===== src/rtl/axis_accum_pkg.sv =====
// axis_accum_pkg: channel-state enum and result-record type shared by the accumulating sink
package axis_accum_pkg;

    // The record is sized for the widest supported configuration; instances zero-extend into it
    localparam int MAX_ACC_W  = 64;
    localparam int MAX_DEST_W = 8;
    localparam int MAX_BEAT_W = 32;

    typedef enum logic {
        ST_IDLE = 1'b0,
        ST_OPEN = 1'b1
    } ch_state_t;

    typedef struct packed {
        logic [MAX_ACC_W-1:0]  sum;
        logic [MAX_DEST_W-1:0] dest;
        logic [MAX_BEAT_W-1:0] beats;
    } res_rec_t;

endpackage


===== src/rtl/axis_accum_res_fifo.sv =====
// axis_accum_res_fifo: synchronous result queue with registered full/empty flags
module axis_accum_res_fifo
    import axis_accum_pkg::*;
#(
    parameter int DEPTH = 4
) (
    input  logic     clk,
    input  logic     rst,
    input  logic     push,
    input  res_rec_t din,
    input  logic     pop,
    output res_rec_t dout,
    output logic     empty,
    output logic     full
);
    localparam int AW = $clog2(DEPTH);
    localparam int CW = AW + 1;

    res_rec_t mem [DEPTH];
    logic [AW-1:0] wr_ptr, rd_ptr;
    logic [CW-1:0] count, count_next;
    logic do_push, do_pop;

    // Qualified push/pop and the occupancy they produce
    always_comb begin
        do_push    = push & ~full;
        do_pop     = pop & ~empty;
        count_next = count + CW'(do_push) - CW'(do_pop);
    end

    // Pointers, occupancy and flags are registered from the next occupancy
    always_ff @(posedge clk or posedge rst) begin
        if (rst) begin
            wr_ptr <= '0;
            rd_ptr <= '0;
            count  <= '0;
            empty  <= 1'b1;
            full   <= 1'b0;
        end else begin
            wr_ptr <= wr_ptr + AW'(do_push);
            rd_ptr <= rd_ptr + AW'(do_pop);
            count  <= count_next;
            empty  <= count_next == '0;
            full   <= count_next == CW'(DEPTH);
        end
    end

    // Storage needs no reset; the empty flag masks stale entries
    always_ff @(posedge clk) begin
        if (do_push) mem[wr_ptr] <= din;
    end

    assign dout = mem[rd_ptr];

endmodule


===== src/rtl/axis_accum_sink.sv =====
// axis_accum_sink: per-TDEST packet accumulator; AXIS_ACCUM_SATURATE_EN clamps sums instead of wrapping
module axis_accum_sink
    import axis_accum_pkg::*;
#(
    parameter int C_S_AXIS_TDATA_WIDTH = 32,
    parameter int C_ACC_WIDTH          = 48,
    parameter int C_TDEST_WIDTH        = 2,
    parameter int C_BEAT_WIDTH         = 16,
    parameter int C_RES_DEPTH          = 4
) (
    input  logic                              S_AXIS_ACLK,
    input  logic                              S_AXIS_ARESET,
    input  logic [C_S_AXIS_TDATA_WIDTH-1:0]   S_AXIS_TDATA,
    input  logic [C_S_AXIS_TDATA_WIDTH/8-1:0] S_AXIS_TSTRB,
    input  logic [C_TDEST_WIDTH-1:0]          S_AXIS_TDEST,
    input  logic                              S_AXIS_TLAST,
    input  logic                              S_AXIS_TVALID,
    output logic                              S_AXIS_TREADY,
    output logic                              M_RES_VALID,
    input  logic                              M_RES_READY,
    output logic [C_ACC_WIDTH-1:0]            M_RES_SUM,
    output logic [C_TDEST_WIDTH-1:0]          M_RES_DEST,
    output logic [C_BEAT_WIDTH-1:0]           M_RES_BEATS,
    output logic [2**C_TDEST_WIDTH-1:0]       ovf_sticky
);
    localparam int NCH = 2**C_TDEST_WIDTH;
    localparam int NB  = C_S_AXIS_TDATA_WIDTH / 8;

    ch_state_t                 state      [NCH];
    ch_state_t                 state_next [NCH];
    logic [C_ACC_WIDTH-1:0]    acc        [NCH];
    logic [C_BEAT_WIDTH-1:0]   beats      [NCH];
    logic                      alive, empty, full, fire, push, pop, carry;
    logic [C_S_AXIS_TDATA_WIDTH-1:0] masked;
    logic [C_ACC_WIDTH-1:0]    base_sum, raw_sum, sum_new;
    logic [C_BEAT_WIDTH-1:0]   base_cnt, cnt_new;
    res_rec_t                  din, head;
    logic                      unused_head;

    // Ready only once out of reset, and only while the result queue has room
    assign S_AXIS_TREADY = alive & ~full;
    assign fire          = S_AXIS_TVALID & S_AXIS_TREADY;
    assign push          = fire & S_AXIS_TLAST;
    assign pop           = M_RES_READY & ~empty;
    assign M_RES_VALID   = ~empty;
    assign M_RES_SUM     = empty ? '0 : head.sum[C_ACC_WIDTH-1:0];
    assign M_RES_DEST    = empty ? '0 : head.dest[C_TDEST_WIDTH-1:0];
    assign M_RES_BEATS   = empty ? '0 : head.beats[C_BEAT_WIDTH-1:0];
    assign unused_head   = ^head;

    // Lane masking, addition into the addressed channel and its beat count
    always_comb begin
        masked = '0;
        for (int i = 0; i < NB; i++)
            masked[8*i +: 8] = S_AXIS_TSTRB[i] ? S_AXIS_TDATA[8*i +: 8] : 8'h00;
        base_sum = state[S_AXIS_TDEST] == ST_OPEN ? acc[S_AXIS_TDEST] : '0;
        base_cnt = state[S_AXIS_TDEST] == ST_OPEN ? beats[S_AXIS_TDEST] : '0;
        {carry, raw_sum} = {1'b0, base_sum} + {1'b0, C_ACC_WIDTH'(masked)};
`ifdef AXIS_ACCUM_SATURATE_EN
        sum_new = carry ? '1 : raw_sum;
`else
        sum_new = raw_sum;
`endif
        cnt_new = &base_cnt ? base_cnt : base_cnt + C_BEAT_WIDTH'(1);
        din = '{sum: MAX_ACC_W'(sum_new), dest: MAX_DEST_W'(S_AXIS_TDEST), beats: MAX_BEAT_W'(cnt_new)};
    end

    // Next channel state: only the addressed channel moves on an accepted beat
    always_comb begin
        for (int c = 0; c < NCH; c++) state_next[c] = state[c];
        if (fire) state_next[S_AXIS_TDEST] = S_AXIS_TLAST ? ST_IDLE : ST_OPEN;
    end

    // Channel state register
    always_ff @(posedge S_AXIS_ACLK or posedge S_AXIS_ARESET) begin
        if (S_AXIS_ARESET) begin
            for (int c = 0; c < NCH; c++) state[c] <= ST_IDLE;
        end else begin
            for (int c = 0; c < NCH; c++) state[c] <= state_next[c];
        end
    end

    // Accumulators and counters; a closing beat clears its channel as the result is queued
    always_ff @(posedge S_AXIS_ACLK or posedge S_AXIS_ARESET) begin
        if (S_AXIS_ARESET) begin
            for (int c = 0; c < NCH; c++) begin
                acc[c]   <= '0;
                beats[c] <= '0;
            end
            ovf_sticky <= '0;
        end else if (fire) begin
            acc[S_AXIS_TDEST]   <= S_AXIS_TLAST ? '0 : sum_new;
            beats[S_AXIS_TDEST] <= S_AXIS_TLAST ? '0 : cnt_new;
            if (carry) ovf_sticky[S_AXIS_TDEST] <= 1'b1;
        end
    end

    // Holds TREADY low until the first edge after reset releases
    always_ff @(posedge S_AXIS_ACLK or posedge S_AXIS_ARESET) begin
        if (S_AXIS_ARESET) alive <= 1'b0;
        else alive <= 1'b1;
    end

    axis_accum_res_fifo #(
        .DEPTH (C_RES_DEPTH)
    ) u_fifo (
        .clk   (S_AXIS_ACLK),
        .rst   (S_AXIS_ARESET),
        .push  (push),
        .din   (din),
        .pop   (pop),
        .dout  (head),
        .empty (empty),
        .full  (full)
    );

endmodule

===== config.mk =====
export PLATFORM = sky130hd
export DESIGN_NAME = axis_accum_sink
export DESIGN_NICKNAME = d
export VERILOG_FILES = /design/src/rtl/axis_accum_pkg.sv /design/src/rtl/axis_accum_res_fifo.sv /design/src/rtl/axis_accum_sink.sv
export SDC_FILE = /design/constraint.sdc
export NUM_CORES = 1
export LEC_CHECK = 0
export CORE_ASPECT_RATIO = 0.7
export CORE_MARGIN = 2
export CORE_UTILIZATION = 40
export DETAILED_ROUTE_END_ITERATION = 8
export PLACE_DENSITY = 0.54
export SETUP_SLACK_MARGIN = 0.02
export SYNTH_ARGS = -nofsm -noshare
export SYNTH_HDL_FRONTEND = slang
export SYNTH_SLANG_ARGS = --single-unit

===== constraint.sdc =====
create_clock -name S_AXIS_ACLK -period 10.91 [get_ports S_AXIS_ACLK]
set_input_delay 1.091 -clock S_AXIS_ACLK [delete_from_list [all_inputs] [get_ports S_AXIS_ACLK]]
set_output_delay 1.091 -clock S_AXIS_ACLK [all_outputs]
set_load 0.01 [all_outputs]

Word-level counts from Yosys, hierarchy flattened. Memories as Yosys holds them, arrays and structs flattened. Cells that the tools add are included.

Register bits: 274. Memory bits (writable): 264. Bits of input ports: 43. Logic and storage cells: 81. Memories kept: 1.

Add/sub/neg operators: 6. Magnitude comparators: 4. Equality and inequality tests: 1. Multiplexer cells: 35. Bitwise gates (word level): 10. Reductions and logical operators: 5.

Memories: u_fifo.mem (depth 4, width 66, rd ports 1, clocked after Yosys merged registers in 0, write ports 1, line axis_accum_res_fifo.sv:19) `res_rec_t mem [DEPTH];`.

Operators with widths (number): $mux 48 (6); $bwmux 192 (1); $mux 16 (7); $bmux 48 s2 (1); $demux 48 s2 (1); $bwmux 64 (1); $add 48x32->49 (1); $bmux 16 s2 (1); $demux 16 s2 (1); $mux 8 (4); $add 16x1->16 const B (1); $reduce_and 16->1 (1); $mux 1 (7); $and 1x1->1 (6); $add 2x1->2 (2); $bwmux 4 (1); $demux 1 s2 (2); $or 4x4->4 (1); $add 3x1->3 (1); $eq 3x3->1 const B (1); $ge 3x3->1 const B (1); $logic_not 3->1 (1); $lt 2x3->1 const B (1); $lt 3x1->1 const B (1); 8 further kinds (10).

Depth between registers and ports, before layout.
Depth in word-level cells: 9. Mapped depth: 20.

Hierarchy. A second synthesis with hierarchy kept.

Cells, all modules: 2111. Area total of the unflattened synthesis: 30764.5 µm².

By module, submodules not included: axis_accum_res_fifo (times used 1, cells each 575, area each 15411.0 µm², seq. area each 12718.4 µm²); axis_accum_sink (times used 1, cells each 1536, area each 15353.5 µm², seq. area each 6631.4 µm²).

Least setup slack after synthesis. Ideal clock, no wire load.

Path type: input port to flip-flop. From: in S_AXIS_TLAST. To: mem u_fifo.mem[1][0] (netlist name), enable pin. Data arrival time: 6.848 ns. Path slack: 3.477 ns. Cell stages on the path: 5. Cell sequence: clkbuf_1 > clkbuf_1 > clkbuf_1 > nand2_1 > nor3b_1.

Cells in the longest elaborated chain, start to end: 4.

Ends and longest elaborated chain: start, declared (line axis_accum_sink.sv:16) `input logic S_AXIS_TLAST,`; $and 1x1->1 (line axis_accum_sink.sv:43) `assign push = fire & S_AXIS_TLAST;`; $and 1x1->1 (line axis_accum_res_fifo.sv:26) `do_push = push & ~full;`; $mux 1 (line axis_accum_res_fifo.sv:50) `if (do_push) mem[wr_ptr] <= din;`; $mux 1 (implied by the code) (line axis_accum_res_fifo.sv:50); end, declared (line axis_accum_res_fifo.sv:19).

Every way passes these cells.

==> flow_summary.json <==
{
  "outcome": "completed",
  "timing.final.ws_setup_ns": 4.656,
  "slew_violations": 0,
  "routed_wl_um": 66630,
  "cts_buffers": 54,
  "worst_slew_pin_slew_ns": 1.181,
  "globalRouteTotalUtil": 0.2099,
  "crit_path_end_kind": "flop",
  "cts_max_level": 2,
  "dieHeight_um": 213.4,
  "dieArea_mm2": 0.06470,
  "grt_pass1_wl_um": 101500,
  "portBuffers": 114,
  "synth_nets": 1929,
  "cp-startpoint": "S_AXIS_TDEST[0]",
  "async_flop_share": 0.5093,
  "first_iter_violations": 1677,
  "antenna_found_initial": 2,
  "ys.warnings.count": 0,
  "dp_slack_ns": 3.990,
  "initial_core_util": 0.4061,
  "worstReg2RegStart": "state[0]",
  "drive_above_1_share": 0.1755,
  "slew_headroom": 0.2065,
  "clk_path_buf_depth": 3,
  "ys.flop_type": "dfrtp_1",
  "overflow": 0,
  "critPathMaxFanout": 34,
  "hold_violations": 0,
  "hp-start": "beats[15]",
  "crit_type": "input pin to flop",
  "synth_seq_area_share": 0.5900,
  "insertion_delay_ns": 0.62,
  "synth-seq-cells": 538,
  "cts_hold_buf": 0,
  "syn2layout_area_growth_pct": 15.84,
  "core_area_mm2": 0.06171,
  "dr.pass1.iters": 5,
  "post_cts_buffers": 0,
  "synth_cells": 1847,
  "wl_per_cell_um": 23.87,
  "grt_pass1_vias": 15640,
  "syn-mean-instance-area_um2": 13.57,
  "die_x_um": 303.2,
  "startpoint_type": "input pin",
  "place_hpwl_um": 42910,
  "clock_sinks": 538,
  "drc": 0,
  "post-route-min-period_ns": 6.254,
  "synth_area_leaders": "edfxtp_1 (32%), dfrtp_1 (27%), mux4_2 (11%)",
  "worstPathRequired_ns": 11.22,
  "synth_top_cell_by_area": "edfxtp_1",
  "min-delay-path-class": "flop to flop",
  "synth_edf_count": 264,
  "leakage_nw": 11.38,
  "yosysMostFrequentCell": "dfrtp_1",
  "cts_tree": "built",
  "maxCapViolCount": 0,
  "cts.repair.resized": 0,
  "ant_nets": 0,
  "nets": 2009,
  "synth_commonest_cells": "dfrtp_1 (273), edfxtp_1 (264), nand2_1 (221)",
  "vias_per_cell": 5.698,
  "grt_max_degree": 172,
  "synth_top_area_frac": 0.3163,
  "io_pins": 115,
  "setup-tns-final_ns": 0,
  "ir_worst_vdd_uv": 121.6,
  "finalWeightedCongestion": 0.8764,
  "num_rows": 76,
  "clk_pin_slew_ns": 0.06,
  "skew_ns": 0.02116,
  "setup_viol": 0,
  "timing.final.crit_share": 0.5732,
  "ys_types": 66,
  "dr_total_vias": 15910,
  "cts_root_buffer": "clkbuf_16",
  "power_density_mw_per_mm2": 206.5,
  "syn_area_mm2": 0.02506,
  "rsz0062_at_grt": "no",
  "worstPathArrival_ns": 6.56,
  "max_freq_mhz": 159.9
}
## critical path, stage by stage
cell and delay, ns:
buf_4 0.36, buf_4 0.51, buf_4 0.68, mux4_2 0.58, and2_1 0.17, ha_1 0.36, a21o_1 0.14, a21oi_1 0.08
a21oi_1 0.46, a2111oi_0 0.21, buf_4 0.20, o21ai_1 0.53, nand3b_1 0.57, o31ai_1 0.40, a21oi_1 0.15
## final cells by class
| cell class | instances | area, um^2 |
|---|---|---|
| fill | 5389 | 32680 |
| sequential | 538 | 14790 |
| multi-input combinational | 1161 | 9743 |
| clock buffer | 74 | 1577 |
| timing repair buffer | 139 | 1331 |
| tap | 819 | 1025 |
| clock inverter | 27 | 431.7 |
| inverter | 33 | 131.4 |
| antenna | 1 | 2.502 |
## cells by family after synthesis
kind of cell | after synthesis | share of synthesized area
and+or+nand+nor | 545 | 0.1093
DFF | 538 | 0.5900
AOI/OAI and AO/OA | 321 | 0.08857
muxes | 195 | 0.1470
buffers and inverters | 148 | 0.02396
xor gates and xnor gates | 60 | 0.02097
adders and majority gates | 39 | 0.02007
other | 1 | 0.0001496
## stage by stage
step                hold WS [ns]  cells  instance area, um^2  power [mW]  utilization
floorplan                 0.4392   1847                25060       3.363            -
global placement          0.4536   2690                27020       3.970       0.4378
detailed placement        0.4623   2690                27020       3.987       0.4378
CTS                       0.4763   2791                29030       6.064       0.4704
global route              0.4898   2791                29030       6.268       0.4704
finish                    0.4723   2792                29030       5.996       0.4704
## flip-flops by register name, indices dropped and copies added (netlist names)
register       cells
ovf_sticky         4
u_fifo.count       3
alive              1
state              4
u_fifo.full        1
u_fifo.rd_ptr      2
acc              192
u_fifo.mem       264
u_fifo.empty       1
u_fifo.wr_ptr      2
beats             64
## placed cells by master (no fill, tap or decap), types with 26 or more instances in the layout
| cell | synthesis | final |
|---|---|---|
| edfxtp_1 | 264 | 264 |
| ha_1 | 37 | 37 |
| xor2_1 | 27 | 27 |
| clkbuf_16 | 0 | 54 |
| mux2_2 | 61 | 61 |
| o31ai_1 | 44 | 44 |
| o21ai_0 | 83 | 82 |
| inv_1 | 33 | 31 |
| and2_1 | 134 | 134 |
| mux4_2 | 122 | 122 |
| nor2_1 | 47 | 42 |
| xnor2_1 | 33 | 33 |
| clkdlybuf4s50_1 | 0 | 111 |
| buf_4 | 2 | 26 |
| nand2_1 | 221 | 220 |
| a21oi_1 | 49 | 49 |
| a22o_1 | 85 | 85 |
| dfrtp_1 | 273 | 271 |
## report_power, final
| part | switching, mW | internal [mW] |
|---|---|---|
| combinational | 0.709 | 0.749 |
| clock | 0.817 | 1.25 |
| sequential | 0.127 | 2.34 |
| total | 1.65 | 4.34 |
## final timing paths
path                                      to  slack, ns  cells past startpoint
max in group asynchronous          beats[23]       8.54                      3
min in group asynchronous            acc[50]       0.97                      2
setup reg to reg           u_fifo.mem[0][59]       5.65                     14
setup / recovery           u_fifo.mem[0][59]       4.66                     15
hold reg to reg                    beats[15]       0.47                      2
hold / removal                     beats[15]       0.47                      2
## layer usage
| metal | share of wire | track usage | wire length (um) |
|---|---|---|---|
| met5 | 0 | 0 | 0 |
| met4 | 0.016 | 0.04739 | 1086 |
| met3 | 0.062 | 0.03566 | 4116 |
| met2 | 0.41 | 0.2892 | 27460 |
| met1 | 0.51 | 0.3417 | 33970 |
Power figures use the tool's default switching activity.
==> RTL change 1: new RTL, same flow settings <==
The parameter `C_RES_DEPTH` goes from 4 to 8.
--- a/src/rtl/axis_accum_sink.sv
+++ b/src/rtl/axis_accum_sink.sv
@@ -7,5 +7,5 @@
     parameter int C_TDEST_WIDTH        = 2,
     parameter int C_BEAT_WIDTH         = 16,
-    parameter int C_RES_DEPTH          = 4
+    parameter int C_RES_DEPTH          = 8
 ) (
     input  logic                              S_AXIS_ACLK,
Formal check against the unedited RTL: same outputs for any inputs over 4 cycles, from zero or initial values and one cycle with S_AXIS_ARESET high; that may be too few to reach the edited logic, so the function may still have changed.
==> RTL change 1 against the original RTL <==
Final cell count up 36%; area after synthesis is 44% higher; non-clock buffer count is 21 higher; setup slack better by 0.026 ns; combinational power rose by 48%; sequential cell count grew 267; cell area rose by 42%; first-iteration DRC count grew 19%; via count grew 38%; clock skew about the same; synthesized cell count increased by 33%; critical path depth stayed put; wire length rose by 47%; power rose by 45%; critical endpoint is now u_fifo.mem[4][61].
==> RTL change 1: results <==
[clock_tree]
cts_buffers = 82
htreeDepth = 3

[global_routing]
antenna_found_initial = 3
track_usage = 0.214
grtUsageMet2 = 0.314
first_global_vias = 22700

[floorplanning]
taps = 1175

[power_and_ir_drop]
p_leak_nw = 15.7
ir_worst_vdd_v = 0.000185
combPwrFrac = 0.249

[synthesis]
synth-seq-cells = 805
synth_xor_area_frac = 0.0136
synth_common_cells = "edfxtp_1, nand2_1, dfrtp_1"
avgSynthCellArea_um2 = 14.8
synth_cell_types = 81
synth_area_leaders = "edfxtp_1, dfrtp_1, mux4_2, nand2_1, mux2i_1"
synthAdderAreaFrac = 0.0153

[drt]
via_per_inst = 5.78
drt-pass1-iter-count = 8
routedWlPerCell_um = 25.9
dr_wl_met3_um = 8140
met1_length_um = 45000
vias = 21900

[min_path]
min_to = "acc[135]"

[layout]
final_area_um2 = 41300
bufAreaShareNonClock = 0.0361
non_clock_inverter_count = 39
nets = 2632
nFillCells = 7811
clk_share = 0.0661

[outcome]
outcome = "finished, final reports clean"

[placement]
placed_cell_area_um2 = 38500
hpwl_um = 60500

[timing]
layout_setup_ws_ns = 4.68

[critical_path]
r2r_setup_slack_ns = 5.44
[RTL change 1: cell count changes in the layout (fill, tap and decap cells not counted), moves of 24 or more]
cell and delta:
and2_1 -43, nand2_1 +100, o21ai_0 -35, clkbuf_16 +32, edfxtp_1 +264, a22o_1 -53, mux4_2 +63, nor2_1 +87
mux2i_1 +66, o31ai_1 +24
[RTL change 1: worst reg2reg max path, stage by stage (launching register included)]
cell,delay (ns)
dfrtp_1,0.40
mux4_2,0.60
buf_4,0.37
and2_1,0.27
ha_1,0.36
a21o_1,0.20
a31o_2,0.23
o21ai_0,0.52
a31o_2,0.30
a21oi_1,0.22
o21ai_1,1.02
nor2_1,0.16
xnor2_1,0.55
[RTL change 1: cell families after synthesis]
| group | Yosys count |
|---|---|
| multiplexers | 316 |
| other | 1 |
| flip-flops | 805 |
| adder cells (fa/ha/maj) | 43 |
| AND/OR/NAND/NOR | 700 |
| buffers and inverters | 190 |
| XOR/XNOR | 56 |
| AO/OA/AOI/OAI | 342 |
==> RTL change 2: new RTL, same settings <==
Made on the original files. Put one more register stage on the output `ovf_sticky`, without a reset. The value now appears one clock later. The other outputs are not delayed to match.
--- a/src/rtl/axis_accum_sink.sv
+++ b/src/rtl/axis_accum_sink.sv
@@ -26,4 +26,6 @@
     localparam int NCH = 2**C_TDEST_WIDTH;
     localparam int NB  = C_S_AXIS_TDATA_WIDTH / 8;
+
+    logic [2**C_TDEST_WIDTH-1:0] ovf_sticky_s0;
 
     ch_state_t                 state      [NCH];
@@ -88,9 +90,9 @@
                 beats[c] <= '0;
             end
-            ovf_sticky <= '0;
+            ovf_sticky_s0 <= '0;
         end else if (fire) begin
             acc[S_AXIS_TDEST]   <= S_AXIS_TLAST ? '0 : sum_new;
             beats[S_AXIS_TDEST] <= S_AXIS_TLAST ? '0 : cnt_new;
-            if (carry) ovf_sticky[S_AXIS_TDEST] <= 1'b1;
+            if (carry) ovf_sticky_s0[S_AXIS_TDEST] <= 1'b1;
         end
     end
@@ -115,3 +117,7 @@
     );
 
+    always_ff @(posedge S_AXIS_ACLK) begin
+        ovf_sticky <= ovf_sticky_s0;
+    end
+
 endmodule
Behaviour: no difference found for any inputs over 4 cycles, from zero or initial values and one cycle with S_AXIS_ARESET high; that may be too few to reach the edited logic, so the function may still have changed.
==> RTL change 2 against the original RTL <==
Count of clock-buffer cells in the layout decreased by 4; clock skew increased by 0.0056 ns; critical endpoint is now u_fifo.mem[3][64]; worst hold slack got worse by 0.11 ns; non-clock buffer count increased by 1; largest cell class unchanged; final cell count increased by 0.47%; area after synthesis increased by 1.0%; cell area about the same; setup slack improved by 0.37 ns; power decreased by 1.9%; combinational power about the same; sequential cell count increased by 4; wire length decreased by 2.7%.
==> RTL change 2: results <==
[drt]
drt_iter0_markers = 1357
drt-total-wl_um = 64900
vias = 15800

[critical_path]
arrival_ns = 6.22
cpLargestDelayFamily = "buffers and inverters"
crit_path_end = "u_fifo.mem[3][64]"
worstPathMaxFanout = 30
ff2ff_path_depth = 13
slowest_stage = "nor2_1"
r2r_setup_slack_ns = 5.90

[timing]
fmax_ghz = 0.170
relSlewSlack = 0.138
skew_ns = 0.0268

[synthesis]
synth_cells = 1849
async_flop_share = 0.506
syn_nets = 1931
seq_area_frac_synth = 0.587
synth_xor_area_frac = 0.0204
synth_area_leaders = "edfxtp_1, dfrtp_1, mux4_2, and2_1, nand2_1"
synthAdderAreaFrac = 0.0199
synthMuxAreaShare = 0.147

[power_and_ir_drop]
ir_worst_vdd_v = 0.000109
power.share.switching = 0.280

[layout]
nets = 2012
diodes = 0
syn2layout_area_growth_pct = 14.7

[global_routing]
grt_max_degree = 136
track_usage = 0.201
antenna_found_initial = 4

[outcome]
outcome = "finished, final reports clean"

[min_path]
min_to = "ovf_sticky[2]"

[clock_tree]
cts_buffers = 55

[placement]
dp_worst_setup_slack_ns = 4.35
gp_congestion = 0.913
placed_cell_area_um2 = 27200
RTL change 2: cell count changes after synthesis, moves of 5 or more:
cell      before  now
a22o_1        85   60
nand2_1      221  198
o31ai_1       44   65
nor3_1        23   12
buf_4          2   11
clkbuf_1      83   74
a21oi_1       49   41
nor2_1        47   55
o21ai_1        1    9
o21ai_0       83   90
a21o_1        15    9
o311ai_0       6    0
a22oi_1        0    5
xor2_1        27   22
RTL change 2: cell type report:
| type | instances | share of cell area |
|---|---|---|
| Multi-Input combinational cell | 1155 | 0.338 |
| Clock buffer | 70 | 0.0504 |
| Timing Repair Buffer | 140 | 0.0457 |
| Inverter | 36 | 0.00491 |
| Sequential cell | 542 | 0.512 |
| Tap cell | 829 | 0.0357 |
| Clock inverter | 33 | 0.0134 |
RTL change 2: per-layer routing:
layer  wire length, µm  global-route usage  vias up
met4               965              0.0406        0
met2             27700               0.289      493
met3              4400              0.0420       68
met1             31800               0.313     8141
li1                  -                   -     7079
met5                 0             0.00218        -
RTL change 2: power groups by stage:
stage | clock, mW | combinational [mW] | sequential (mW)
6_report | 1.94 | 1.46 | 2.48
3_3_place_gp | 0 | 1.47 | 2.52
5_1_grt | 2.08 | 1.58 | 2.50
2_1_floorplan | 0 | 0.924 | 2.44
3_5_place_dp | 0 | 1.49 | 2.52
4_1_cts | 1.99 | 1.49 | 2.48
RTL change 2: cell families (layout without fill, tap and decap cells):
group,count (synthesis),in the layout
flip-flops,542,542
AND/OR/NAND/NOR,530,530
AO/OA/AOI/OAI,330,330
multiplexers,197,197
buffers and inverters,152,279
XOR/XNOR,58,58
adder cells (fa/ha/maj),39,39
other,1,1
